File: config.mk
export PLATFORM = sky130hd
export DESIGN_NAME = dram_arbiter
export DESIGN_NICKNAME = d
export VERILOG_FILES = /design/src/rtl/dram_arbiter.sv
export SDC_FILE = /design/constraint.sdc
export NUM_CORES = 1
export LEC_CHECK = 0
export CAP_MARGIN = 20
export CORE_UTILIZATION = 42
export CTS_CLUSTER_SIZE = 16
export DETAILED_ROUTE_END_ITERATION = 10
export PLACE_DENSITY_LB_ADDON = 0.25
export SKIP_CTS_REPAIR_TIMING = 1
export SLEW_MARGIN = 20
export SYNTH_ARGS = -nofsm -noshare
export SYNTH_HDL_FRONTEND = slang
export SYNTH_SLANG_ARGS = --single-unit
File: constraint.sdc
create_clock -name sys_clk -period 1.84 [get_ports sys_clk]
set_input_delay 0.276 -clock sys_clk [delete_from_list [all_inputs] [get_ports sys_clk]]
set_output_delay 0.276 -clock sys_clk [all_outputs]
set_load 0.005 [all_outputs]
File: src/rtl/dram_arbiter.sv
// Two-port round-robin arbiter sharing the single DRAM cache request port.
// Optional BUSY watchdog enabled by defining DRAM_ARB_TIMEOUT_EN.
module dram_arbiter #(
    parameter int ADDR_W         = 27,
    parameter int DATA_W         = 32,
    parameter int TIMEOUT_CYCLES = 4096
) (
    input  logic              sys_clk,
    input  logic              rst,
    input  logic              m0_valid,
    input  logic              m1_valid,
    input  logic              m0_rw,
    input  logic              m1_rw,
    input  logic [ADDR_W-1:0] m0_addr,
    input  logic [ADDR_W-1:0] m1_addr,
    input  logic [DATA_W-1:0] m0_wdata,
    input  logic [DATA_W-1:0] m1_wdata,
    output logic              m0_ready,
    output logic              m1_ready,
    output logic [DATA_W-1:0] m0_rdata,
    output logic [DATA_W-1:0] m1_rdata,
    output logic [ADDR_W-1:0] addr_dram,
    output logic [DATA_W-1:0] din_dram,
    output logic              rw_dram,
    output logic              valid_dram,
    input  logic [DATA_W-1:0] dout_dram,
    input  logic              ready_dram,
    output logic              grant,
    output logic              busy,
    output logic              timeout_err
);
    localparam logic [1:0] S_IDLE = 2'd0;
    localparam logic [1:0] S_BUSY = 2'd1;
    localparam logic [1:0] S_RESP = 2'd2;

    logic [1:0]        r_state;
    logic              r_last_grant;
    logic              r_grant;
    logic [ADDR_W-1:0] r_addr;
    logic [DATA_W-1:0] r_din;
    logic              r_rw;
    logic              r_valid;
    logic              r_busy;
    logic              r_ready0;
    logic              r_ready1;
    logic [DATA_W-1:0] r_rdata0;
    logic [DATA_W-1:0] r_rdata1;

    logic              w_req;
    logic              w_sel1;
    logic              w_tmo;
    logic              w_done;
    logic [DATA_W-1:0] w_rdata;

    assign w_req  = m0_valid | m1_valid;
    // Port 1 wins alone, or on a tie when port 0 owned the last transaction.
    assign w_sel1 = m1_valid & (~m0_valid | ~r_last_grant);

`ifdef DRAM_ARB_TIMEOUT_EN
    logic [31:0] r_cnt;
    logic        r_timeout;

    assign w_tmo = (r_cnt == 32'(TIMEOUT_CYCLES - 1));

    always_ff @(posedge sys_clk or negedge rst) begin
        if (!rst) begin
            r_cnt     <= '0;
            r_timeout <= 1'b0;
        end else if (r_state == S_IDLE) begin
            r_cnt <= '0;
        end else if (r_state == S_BUSY) begin
            r_cnt <= r_cnt + 32'd1;
            if (!ready_dram && w_tmo)
                r_timeout <= 1'b1;
        end
    end

    assign timeout_err = r_timeout;
`else
    assign w_tmo       = 1'b0;
    assign timeout_err = 1'b0;
`endif

    assign w_done  = ready_dram | w_tmo;
    // A watchdog-forced completion returns zero data.
    assign w_rdata = ready_dram ? dout_dram : '0;

    always_ff @(posedge sys_clk or negedge rst) begin
        if (!rst) begin
            r_state      <= S_IDLE;
            r_last_grant <= 1'b1;
            r_grant      <= 1'b0;
            r_addr       <= '0;
            r_din        <= '0;
            r_rw         <= 1'b0;
            r_valid      <= 1'b0;
            r_busy       <= 1'b0;
            r_ready0     <= 1'b0;
            r_ready1     <= 1'b0;
            r_rdata0     <= '0;
            r_rdata1     <= '0;
        end else begin
            case (r_state)
                S_IDLE: begin
                    if (w_req) begin
                        r_grant      <= w_sel1;
                        r_last_grant <= w_sel1;
                        r_addr       <= w_sel1 ? m1_addr  : m0_addr;
                        r_din        <= w_sel1 ? m1_wdata : m0_wdata;
                        r_rw         <= w_sel1 ? m1_rw    : m0_rw;
                        r_valid      <= 1'b1;
                        r_busy       <= 1'b1;
                        r_state      <= S_BUSY;
                    end
                end
                S_BUSY: begin
                    if (w_done) begin
                        r_valid <= 1'b0;
                        if (r_grant) begin
                            r_rdata1 <= w_rdata;
                            r_ready1 <= 1'b1;
                        end else begin
                            r_rdata0 <= w_rdata;
                            r_ready0 <= 1'b1;
                        end
                        r_state <= S_RESP;
                    end
                end
                S_RESP: begin
                    r_ready0 <= 1'b0;
                    r_ready1 <= 1'b0;
                    r_busy   <= 1'b0;
                    r_state  <= S_IDLE;
                end
                default: r_state <= S_IDLE;
            endcase
        end
    end

    assign addr_dram  = r_addr;
    assign din_dram   = r_din;
    assign rw_dram    = r_rw;
    assign valid_dram = r_valid;
    assign busy       = r_busy;
    assign grant      = r_grant;
    assign m0_ready   = r_ready0;
    assign m1_ready   = r_ready1;
    assign m0_rdata   = r_rdata0;
    assign m1_rdata   = r_rdata1;
endmodule

==> results.md <==
* Area growth syn-to-layout at 60.0%
* DP Worst Slack at -0.149 ns
* Hold WS at 0.354 ns
* Die area at 0.0152 mm²
* Mapped Area at 0.00620 mm²
* DR iter-0 viols at 153
* TNS Setup at 0 ns
* CP Cell Sequence: a21bo_4, buf_4, mux2_4, mux2_4
* Most common flop cell mapped by yosys: dfrtp_1
* Detailed Route WL at 15,200 µm
* Syn nets at 513
* Layout cells sized above 1 at 0.351
* Fin area at 0.00991 mm²
* Arrival time at the worst endpoint at 2.00 ns
* Hold Crit Class: input port to asynchronous set/reset pin
* Seq/Total Area, Yosys at 0.533
* Fin cells at 853
* Post-DP Area at 0.00926 mm²
* Clk Tree Root Cell: clkbuf_16
* Later-pin clock latency in the skew report at 0.41 ns
* Crit-path max FO at 11
* Placed cells at 820
* Ports at 287
* Ant diodes at 0
* Most frequent CP cell: mux2_4
* Count of cell types in the netlist at 23
* Setup WS post-layout at 0.134 ns
* Total power at 16.2 mW
* Die height at 123 µm
* DR DRC count at 0
* Avg WL per Cell at 17.8 µm
* WP buf/inv at 1
* Dpl hpwl at 11,400 µm
* Largest net degree at the start of global routing at 43
* Max incr delay on CP at 0.55 ns
* Total gr overflow at 0
* P per Cell Area at 1630 mW/mm²
* Vias in the first global route at 4,367
* CP top delay family: multiplexers
* FF-to-FF setup slack at 0.13 ns
* Worst path slowest cell: dfstp_2
* Worst Path Class, Setup: flip-flop to flip-flop
* Initial antenna violation count at 0
* Reg clk slew, reported paths at 0.06 ns
* Maximum vdd ir drop at 770 µV
* Cells after Synth at 356
* Pins Over Slew Limit at 0
* # Max-Cap Violations at 0
* Commonest non-fill, non-tap cell in the layout: clkdlybuf4s50_1
* Core Area at 0.0145 mm²
* Period utilization at 0.927
* Vias post-DR at 4,121
* First-pass GRT wire length at 22,800 µm
* #FFs+latches synth at 132
* DR vias/cell at 4.83
* Max Clock Freq at 586 MHz
* CP Launch Type: flip-flop
* Post-synth ARST share at 1.00
* Yosys top cell area share at 0.529
* Nets at 813
* Die W at 123 µm
* I/O Buffers at 285
* Global Route Usage Sum at 0.203
* Ys Warns at 0
* GPL Wtd Cong at 0.734
* Run status: complete, no violations
* CTS sink cnt at 132
* CP required at 2.13 ns
* # rows at 44
* DRT antenna net count at 0
* RSZ-0062 raised after global routing: false
* Initial Util at 0.428
* CTS tree: yes
* Total CTS buffers at 17
* Synth area leader: dfrtp_1
* Fin crit period at 1.71 ns
* Leak at 4.39 nW
* Count of final setup violators at 0
* Commonest cells after routing, fill and taps aside: clkdlybuf4s50_1 (284), dfrtp_1 (131), mux2_4 (120), mux2_2 (66), clkbuf_16 (17)
* Post-synthesis area per instance at 17.4 µm²
* Post-synth EDFFs at 0
* CTS HTree Levels at 4
* Worst Skew at 0.0132 ns
* Util after Layout at 0.685
* Top area cells in the synthesized netlist: dfrtp_1 (53%), mux2_4 (29%), mux2_2 (12%)
* Crit end category: flip-flop
* DR pass1 iterations at 4
* Final hold vios at 0
* Longest Clk Path Bufs at 2
## worst paths after layout
| path | end | start | cells past startpoint |
|---|---|---|---|
| max | addr_dram[26] | r_last_grant | 4 |
| min | addr_dram[13] | rst | 2 |
| max reg2reg | addr_dram[26] | r_last_grant | 4 |
| min reg2reg | m1_ready | m1_ready | 2 |
| max in group asynchronous | m0_rdata[1] | rst | 3 |
| min in group sys_clk | m1_ready | m1_ready | 2 |
## sequential cells by signal, indices dropped and copies added, names as in the netlist
register / count
grant: 1
m0_ready: 1
m1_rdata: 32
busy: 1
rw_dram: 1
m1_ready: 1
r_last_grant: 1
addr_dram: 27
m0_rdata: 32
valid_dram: 1
din_dram: 32
r_state: 2
## cell families after synthesis
logic type,synth area share
buffers and inverters,0.0376
AOI/OAI and AO/OA,0.00646
other,0.000605
DFF,0.533
muxes,0.411
and+or+nand+nor,0.0115
## power by group
part           total (mW)  internal [mW]  switching [mW]
registers            5.28           4.42           0.868
clock network        3.67           2.48            1.19
logic                7.23           5.13            2.10
total                16.2           12.0            4.16
## cell type report
type / count / area, µm²
fill: 1024 / 4570
inverter: 1 / 3.75
tap: 184 / 230
clock inverter: 8 / 173
sequential: 132 / 3300
clock buffer: 24 / 472
multi-input combinational: 203 / 2670
timing repair buffer: 301 / 3060
## per-layer routing
layer,up-vias,routed length (µm),GRT usage
li1,1869,-,-
met1,2038,5960,0.233
met2,187,7790,0.349
met3,27,1130,0.0623
met4,0,336,0.0828
met5,-,0,0
## cell usage after synthesis, types with 2 or more instances
library cell / count
a21o_1: 2
buf_12: 6
buf_2: 6
buf_4: 3
buf_6: 5
dfrtp_1: 131
mux2_2: 66
mux2_4: 120
nand2_1: 2
nor2_1: 2
Power figures use the tool's default switching activity.
